### src/rtl/dma_job_arb_pkg.sv
// Shared types and helpers for the DMA job arbiter: FSM state encoding,
// requester-count ceiling and the round-robin pick function.
package dma_job_arb_pkg;

    localparam int MaxNumReq = 8;
    localparam int MaxIdxW   = 3;

    typedef enum logic {
        ST_IDLE   = 1'b0,
        ST_LOCKED = 1'b1
    } arb_state_e;

    // First set bit of valid at or after ptr, scanning cyclically over num_req entries.
    function automatic logic [MaxIdxW-1:0] rr_pick(
        input logic [MaxNumReq-1:0] valid,
        input logic [MaxIdxW-1:0]   ptr,
        input int                   num_req
    );
        logic [MaxIdxW-1:0] pick;
        logic               found;
        int                 idx;
        pick  = ptr;
        found = 1'b0;
        for (int i = 0; i < MaxNumReq; i++) begin
            idx = (int'(ptr) + i) % num_req;
            if (i < num_req && !found && valid[idx[MaxIdxW-1:0]]) begin
                pick  = idx[MaxIdxW-1:0];
                found = 1'b1;
            end
        end
        return pick;
    endfunction

endpackage

### src/rtl/dma_job_arb_order_fifo.sv
// In-order FIFO of granted requester indices; the head names the owner of
// the next backend response.
module dma_job_arb_order_fifo
    import dma_job_arb_pkg::*;
#(
    parameter int Depth  = 4,
    parameter int Width  = 1,
    localparam int PtrW   = (Depth > 1) ? $clog2(Depth) : 1,
    localparam int UsageW = $clog2(Depth + 1)
) (
    input  logic              clk_i,
    input  logic              rst_i,
    input  logic              push_i,
    input  logic [Width-1:0]  push_data_i,
    input  logic              pop_i,
    output logic [Width-1:0]  head_o,
    output logic              full_o,
    output logic              empty_o,
    output logic [UsageW-1:0] usage_o
);

    logic [Width-1:0]  mem_q [Depth];
    logic [PtrW-1:0]   wr_q, rd_q;
    logic [UsageW-1:0] usage_q, usage_d;

    always_comb begin
        usage_d = usage_q;
        if (push_i && !pop_i) begin
            usage_d = usage_q + UsageW'(1);
        end else if (pop_i && !push_i) begin
            usage_d = usage_q - UsageW'(1);
        end
    end

    always_ff @(posedge clk_i) begin
        if (rst_i) begin
            wr_q    <= '0;
            rd_q    <= '0;
            usage_q <= '0;
        end else begin
            usage_q <= usage_d;
            if (push_i) begin
                wr_q <= (wr_q == PtrW'(Depth - 1)) ? '0 : wr_q + PtrW'(1);
            end
            if (pop_i) begin
                rd_q <= (rd_q == PtrW'(Depth - 1)) ? '0 : rd_q + PtrW'(1);
            end
        end
    end

    // Storage needs no reset: usage_q alone decides which entries are live.
    always_ff @(posedge clk_i) begin
        if (push_i) begin
            mem_q[wr_q] <= push_data_i;
        end
    end

    assign head_o  = mem_q[rd_q];
    assign empty_o = (usage_q == '0);
    assign full_o  = (usage_q == UsageW'(Depth));
    assign usage_o = usage_q;

endmodule

### src/rtl/dma_job_arbiter.sv
// Round-robin arbiter sharing one iDMA backend between NumReq requesters,
// with in-order response routing. Optional retired-job counters: DMA_JOB_ARB_STATS_EN.
module dma_job_arbiter
    import dma_job_arb_pkg::*;
#(
    parameter int  NumReq      = 2,
    parameter int  MaxInFlight = 4,
    parameter type idma_req_t  = logic,
    parameter type idma_rsp_t  = logic,
    localparam int ReqW   = $bits(idma_req_t),
    localparam int RspW   = $bits(idma_rsp_t),
    localparam int CntW   = $clog2(MaxInFlight + 1),
    localparam int IdxW   = $clog2(NumReq)
) (
    input  logic                   clk_i,
    input  logic                   rst_i,
    input  logic [NumReq*ReqW-1:0] req_i,
    input  logic [NumReq-1:0]      req_valid_i,
    output logic [NumReq-1:0]      req_ready_o,
    output logic [NumReq*RspW-1:0] rsp_o,
    output logic [NumReq-1:0]      rsp_valid_o,
    input  logic [NumReq-1:0]      rsp_ready_i,
    output logic [ReqW-1:0]        be_req_o,
    output logic                   be_valid_o,
    input  logic                   be_ready_i,
    input  logic [RspW-1:0]        be_rsp_i,
    input  logic                   be_rsp_valid_i,
    output logic                   be_rsp_ready_o,
    output logic                   busy_o,
    output logic [NumReq*CntW-1:0] outstanding_o,
    output logic [NumReq*32-1:0]   jobs_done_o
);

    // Handshakes: a beat transfers on a cycle where valid & ready are both high;
    // once valid is raised its payload and target stay fixed until that cycle.

    arb_state_e         state_q;
    logic [IdxW-1:0]    grant_q, rr_q, pick;
    logic               locked, accept, retire;
    logic [IdxW-1:0]    head;
    logic               fifo_full, fifo_empty;
    logic [CntW-1:0]    fifo_usage;
    logic [CntW-1:0]    cnt_q [NumReq];
    logic [CntW-1:0]    cnt_d [NumReq];

    assign pick = IdxW'(rr_pick(MaxNumReq'(req_valid_i), MaxIdxW'(rr_q), NumReq));

    always_ff @(posedge clk_i) begin
        if (rst_i) begin
            state_q <= ST_IDLE;
            grant_q <= '0;
            rr_q    <= '0;
        end else begin
            case (state_q)
                ST_IDLE: begin
                    // Full blocks the lock even if a retire frees a slot this cycle.
                    if (|req_valid_i && !fifo_full) begin
                        state_q <= ST_LOCKED;
                        grant_q <= pick;
                    end
                end
                ST_LOCKED: begin
                    if (be_ready_i) begin
                        state_q <= ST_IDLE;
                        rr_q    <= (int'(grant_q) == NumReq - 1) ? '0 : grant_q + IdxW'(1);
                    end
                end
                default: state_q <= ST_IDLE;
            endcase
        end
    end

    assign locked = (state_q == ST_LOCKED) && !rst_i;
    assign accept = locked && be_ready_i;
    assign retire = be_rsp_valid_i && be_rsp_ready_o;

    dma_job_arb_order_fifo #(
        .Depth (MaxInFlight),
        .Width (IdxW)
    ) u_order_fifo (
        .clk_i       (clk_i),
        .rst_i       (rst_i),
        .push_i      (accept),
        .push_data_i (grant_q),
        .pop_i       (retire),
        .head_o      (head),
        .full_o      (fifo_full),
        .empty_o     (fifo_empty),
        .usage_o     (fifo_usage)
    );

    always_comb begin
        be_req_o       = '0;
        req_ready_o    = '0;
        rsp_valid_o    = '0;
        be_rsp_ready_o = 1'b0;
        for (int i = 0; i < NumReq; i++) begin
            if (grant_q == IdxW'(i)) begin
                be_req_o       = req_i[i*ReqW +: ReqW];
                req_ready_o[i] = accept;
            end
            if (head == IdxW'(i) && !fifo_empty && !rst_i) begin
                rsp_valid_o[i] = be_rsp_valid_i;
                be_rsp_ready_o = rsp_ready_i[i];
            end
        end
    end

    assign rsp_o      = {NumReq{be_rsp_i}};
    assign be_valid_o = locked;
    assign busy_o     = !rst_i && (locked || fifo_usage != '0);

    always_comb begin
        for (int i = 0; i < NumReq; i++) begin
            cnt_d[i] = cnt_q[i];
            if (accept && grant_q == IdxW'(i) && !(retire && head == IdxW'(i))) begin
                cnt_d[i] = cnt_q[i] + CntW'(1);
            end else if (retire && head == IdxW'(i) && !(accept && grant_q == IdxW'(i))) begin
                cnt_d[i] = cnt_q[i] - CntW'(1);
            end
        end
    end

    always_ff @(posedge clk_i) begin
        for (int i = 0; i < NumReq; i++) begin
            cnt_q[i] <= rst_i ? '0 : cnt_d[i];
        end
    end

    always_comb begin
        for (int i = 0; i < NumReq; i++) begin
            outstanding_o[i*CntW +: CntW] = cnt_q[i];
        end
    end

`ifdef DMA_JOB_ARB_STATS_EN
    logic [31:0] done_q [NumReq];

    always_ff @(posedge clk_i) begin
        for (int i = 0; i < NumReq; i++) begin
            if (rst_i) begin
                done_q[i] <= '0;
            end else if (retire && head == IdxW'(i)) begin
                done_q[i] <= done_q[i] + 32'd1;
            end
        end
    end

    always_comb begin
        for (int i = 0; i < NumReq; i++) begin
            jobs_done_o[i*32 +: 32] = done_q[i];
        end
    end
`else
    assign jobs_done_o = '0;
`endif

endmodule

### config.mk
export PLATFORM = sky130hd
export DESIGN_NAME = dma_job_arbiter
export DESIGN_NICKNAME = d
export VERILOG_FILES = /design/src/rtl/dma_job_arb_pkg.sv /design/src/rtl/dma_job_arb_order_fifo.sv /design/src/rtl/dma_job_arbiter.sv
export SDC_FILE = /design/constraint.sdc
export NUM_CORES = 1
export LEC_CHECK = 0
export CORE_MARGIN = 1
export CORE_UTILIZATION = 35
export CTS_CLUSTER_DIAMETER = 30
export DETAILED_ROUTE_END_ITERATION = 12
export PLACE_DENSITY = 0.86
export SYNTH_ARGS = -nofsm -noshare
export SYNTH_HDL_FRONTEND = slang
export SYNTH_HIERARCHICAL = 1
export SYNTH_SLANG_ARGS = --single-unit
### constraint.sdc
create_clock -name clk_i -period 2.6 [get_ports clk_i]
set_input_delay 0.26 -clock clk_i [delete_from_list [all_inputs] [get_ports clk_i]]
set_output_delay 0.26 -clock clk_i [all_outputs]
set_load 0.01 [all_outputs]
=== Yosys cells after proc, flatten, opt, wreduce, memory -nomap -nowiden ===
Memory sizes are Yosys's and may differ from the RTL's. A register that Yosys moved wholly into a read port is not among the register bits.
Cells that the tools add are included.

* Flip-flop bits (word level): 10
* Bits in writable memories: 10
* Bits of input ports: 11
* Output and inout port bits: 80
* Word-level logic and storage cells: 95
* Memories: 2

{| class="wikitable"
|+ Memory list
! name !! depth !! bits a word !! read ports !! clocked after memory_dff !! write ports !! RTL line !! text
|-
| cnt_q || 2 || 3 || 2 || 0 || 2 || dma_job_arbiter.sv:43 || <nowiki>logic [CntW-1:0] cnt_q [NumReq];</nowiki>
|-
| u_order_fifo.mem_q || 4 || 1 || 1 || 1 || 1 || dma_job_arb_order_fifo.sv:22 || <nowiki>logic [Width-1:0] mem_q [Depth];</nowiki>
|}

* $add $sub $neg: 10
* Magnitude comparators: 2
* Equality and inequality tests: 3
* Multiplexer cells: 31
* Bitwise logic cells: 4
* Reduce and logical (&&, ||, !) cells: 37

{| class="wikitable"
|+ Operator list
! cell !! count
|-
| $mux 3 || 8
|-
| $logic_and 1x1->1 || 20
|-
| $mux 1 || 17
|-
| $logic_not 1->1 || 10
|-
| $add 3x1->3 const B || 3
|-
| $sub 3x1->3 const B || 3
|-
| $mux 2 || 4
|-
| $add 2x1->2 const B || 2
|-
| $eq 2x2->1 const B || 2
|-
| $lt 1x4->1 const B || 1
|-
| $lt 3x4->1 const B || 1
|-
| $reduce_and 2->1 || 2
|-
| $eq 3x3->1 const B || 1
|-
| $logic_not 3->1 || 1
|-
| $not 1->1 || 3
|-
| $reduce_bool 3->1 || 1
|-
| $add 1x1->1 const B || 2
|-
| $bmux 1 s2 || 1
|-
| $pmux 1 s2 || 1
|-
| $reduce_bool 2->1 || 1
|-
| $reduce_or 2->1 || 1
|-
| $and 1x1->1 const A || 1
|-
| $logic_or 1x1->1 || 1
|}

=== Logic depth before layout (Yosys ltp) ===
* Depth after elaboration: 12
* Depth in mapped cells: 11
* Gate-level depth less buffers: 11

=== Cells and area by module ===
The synthesis kept the hierarchy.

{| class="wikitable"
|+ Modules (own cells, without submodules)
! module !! instances !! cells each !! area each (sq um) !! seq. area each (sq um)
|-
| dma_job_arbiter || 1 || 126 || 1022.2 || 180.2
|-
| dma_job_arb_order_fifo || 1 || 49 || 583.1 || 300.3
|}

=== Least setup slack after synthesis ===
OpenSTA, ideal clock, no wires.

* Path type: reg2reg
* From: register (tool-made name)
* To: register u_order_fifo.usage_q[2] (netlist: u_order_fifo/usage_o[2])
* Library setup time: 0.070 ns
* Arrival time: 2.389 ns
* Data required time: 2.530 ns
* Setup slack: 0.142 ns
* Stages on the path, launching flop included: 11
* Buffers on the path: 0
* Period minus slack after synthesis: 2.458 ns
* Path through: dfxtp_1 mux4_2 mux2i_1 nor2_1 inv_1 ha_1 inv_1 fa_1 xor2_1 or3_1 a21oi_1

{| class="wikitable"
|+ RTL lines
! element !! RTL line !! text
|-
| end signal, assigned || dma_job_arb_order_fifo.sv:41 || <nowiki>usage_q <= usage_d;</nowiki>
|-
| end, declared || dma_job_arb_order_fifo.sv:24 || <nowiki>logic [UsageW-1:0] usage_q, usage_d;</nowiki>
|}

==> results.md <==
* CTS H-tree lvls at 1
* Initial antenna violation count at 0
* Period utilization at 98.2%
* Most frequent cell after synthesis: buf_4
* Clock power frac at 27.3%
* PwrDens at 451 mW/mm²
* Final Hold Fails at 0
* Input/output buffers at 23
* CTS Buf Count at 3
* Metal-1 WL at 1.04 mm
* Critical path type: reg -> reg
* Routed wl met2 at 1.26 mm
* Max-slew violation count at 0
* Fin cells at 255
* Maximum vdd ir drop at around 0.35 mV
* Vias per cell at 4.02
* Top Layer Used: met4
* CP Buf/Inv Count at 1
* Layout cells sized above 1 at 10.3%
* Syn Area/Cell at 9.17 µm²
* Drt wl/cell at 9.84 µm
* Clk Tree Root Cell: clkbuf_8
* Max-cap violations at 0
* CTS max path bufs at 2
* Synth cell types at 29
* Final wirelength at 2.51 mm
* Slowest stage cell, crit path: mux4_2
* ANT cells at 0
* First-pass GRT wire length at roughly 3.8 mm
* Setup Total Neg Slack at 0 ps
* FP Rows at 24
* Switching part of the total at a little under a third
* Starting DRT DRC Count at 18
* Setup violations, final at 0
* Dpl hpwl at 2.00 mm
* Syn. warnings at 6
* Synth top cells by count: 66 x buf_4, 18 x dfxtp_1, 17 x nor2_1, 8 x ha_1
* Vias at 1,026
* DR pass1 iterations at 4
* Fin Clk Skew at 3.95 ps
* CP top delay family: multiplexers
* CTS clk-pin slew, worst paths at roughly 80 ps
* Crit path time final at about 2600 ps
* Clk_lat worst skew at 260 ps
* Leak at a little under 0.8 nW
* Crit path cell chain: mux4_2 > mux2i_4 > or3_4 > ha_2 > inv_1 > fa_1 > xor2_1 > or3_1 > a21oi_1
* Total global routing overflow at 0
* Antenna Violating Nets Remaining at 0
* Status: finished clean
* Synth area leader: buf_4
* P_sw at 0.238 mW
* Crit path DAT at 2750 ps
* Die area at 0.00486 mm²
* Die Wd at 69.7 µm
* RSZ-0062 raised after global routing: true
* Syn Std Cell Area at 0.00161 mm²
* Met3 WL post-DR at between 150 and 200 µm
* Critical Path End Type: register
* Design Power at 0.790 mW
* Synth Register Bits at 22
* Worst hold path type: reg -> reg
* DRC violations left at 0
* Ranking of synthesized cells by area: buf_4 31%, dfxtp_1 22%, edfxtp_1 7.5%
* GPL Wtd Cong at about 0.78
* Pin count of the biggest net entering global routing at 14
* Most used DFF post-synth: dfxtp_1
* CTS Sinks at 22
* Max incr delay on CP at 530 ps
* Seq pwr share at 48.7%
* Gr usage total at 9.87%
* CP Max Fanout at 3
* CTS tree: built
* Register area share after synthesis at 29.9%
* Layout area overhead at 9.12%
* Vias in the first global route at 865
* Asr flop ratio synth at 0%
* Initial core utilization at 36.6%
* Max frequency at 392 MHz
* Number of synthesized flops with an enable pin at 4
* Hold Worst Slack at 517 ps
* Synth Instances at 175
* Core ar. at 0.00438 mm²
* Cells after DPL at 249
* Yosys top cell area share at 30.9%
* Die Y at ~70 µm
* Comb pwr share at 24.0%
* I/O pin cnt at 91
* WP data required at around 2800 ps
* Cell Int Power at 0.552 mW
* CP Launch Type: register
* Nets@finish at 226
## metal layers
layer	global-route usage, %	vias up
met3	3.92	4
met5	0	-
met2	17.2	55
met4	2.22	0
li1	-	500
met1	11.4	467
## kinds of logic (layout without fill, tap and decap cells)
kind of cell / count (synthesis) / after routing / synth area share, %
fa+ha+maj: 11 / 11 / 9.98
other cells: 1 / 64 / 0.234
buf+inv: 73 / 38 / 32.5
mux: 9 / 9 / 6.47
xor+xnor: 6 / 6 / 3.27
simple gates: 41 / 41 / 13.3
compound gates: 12 / 12 / 4.29
flops: 22 / 22 / 29.9
## power groups by stage
stage	Combinational [mW]	Clock, mW	Sequential, mW
after floorplan	0.190	0	0.390
after global placement	0.174	0	0.392
after detailed placement	0.179	0	0.393
after CTS	0.184	0.221	0.385
after global routing	0.207	0.237	0.389
final	0.190	0.216	0.385
## worst paths after layout
check / to / cells past startpoint / slack, ps / from
hold reg to reg: cnt_q[0][2] / 2 / 520 / cnt_q[0][2]
setup reg to reg: cnt_q[0][2] / 9 / 50 / u_order_fifo/mem_q[1]
setup / recovery: cnt_q[0][2] / 9 / 50 / u_order_fifo/mem_q[1]
hold / removal: cnt_q[0][2] / 2 / 520 / cnt_q[0][2]
## sequential cells by signal, summed over array words and instances (netlist names), named ones only
signal                flops
cnt_q                     6
grant_q                   1
rr_q                      1
state_q                   1
u_order_fifo/mem_q        4
u_order_fifo/rd_q         2
u_order_fifo/usage_o      3
u_order_fifo/wr_q         2
## repair_timing
action | in CTS | in global routing
cloned | 0 | 0
setup buffers | 1 | 1
pin swaps | 2 | 2
hold buffers | 0 | 0
gates resized for setup | 6 | 4
setup endpoints to repair | 2 | 2
## cell usage in the layout (no fill, tap or decap), types with 2 or more instances in the layout
cell type        count
a21oi_1              7
edfxtp_1             4
fa_1                 2
clkbuf_8             3
nor3_1               2
ha_1                 5
o21ai_0              3
dfxtp_1             17
and2_1               5
nor3b_1              2
and3_1               2
conb_1              64
nor2_1              16
nand2b_1             2
mux2i_1              6
buf_4                5
ha_2                 3
or3_1                4
xor2_1               6
inv_1                5
clkdlybuf4s50_1     23
## metrics by stage
step / setup WS [ps] / instance area, µm² / util (%)
3_5_place_dp: -99.7 / 1660 / 37.9
5_1_grt: -47.1 / 1750 / 40.0
2_1_floorplan: 142 / 1840 / -
6_report: 47.4 / 1750 / 40.0
4_1_cts: 4.79 / 1730 / 39.4
3_3_place_gp: -21.1 / 1660 / 37.9
## final cells by class
cell class	count	area (µm²)
clock buffers	3	41.3
clock inverters	1	3.75
fillers	450	2630
inverters	6	22.5
multi-input cells	143	870
flip-flops and latches	22	482
well taps	52	65.1
repair buffers	28	268
## worst reg2reg max path: cells and delay by family (launching register included)
kind | cells | cell delay (ps)
and+or+nand+nor | 2 | 470
xor gates and xnor gates | 1 | 160
AOI/OAI and AO/OA | 1 | 120
adders and majority gates | 2 | 560
DFF | 1 | 380
muxes | 2 | 750
buffers and inverters | 1 | 50
No activity file was read; power rests on OpenSTA's default activity.
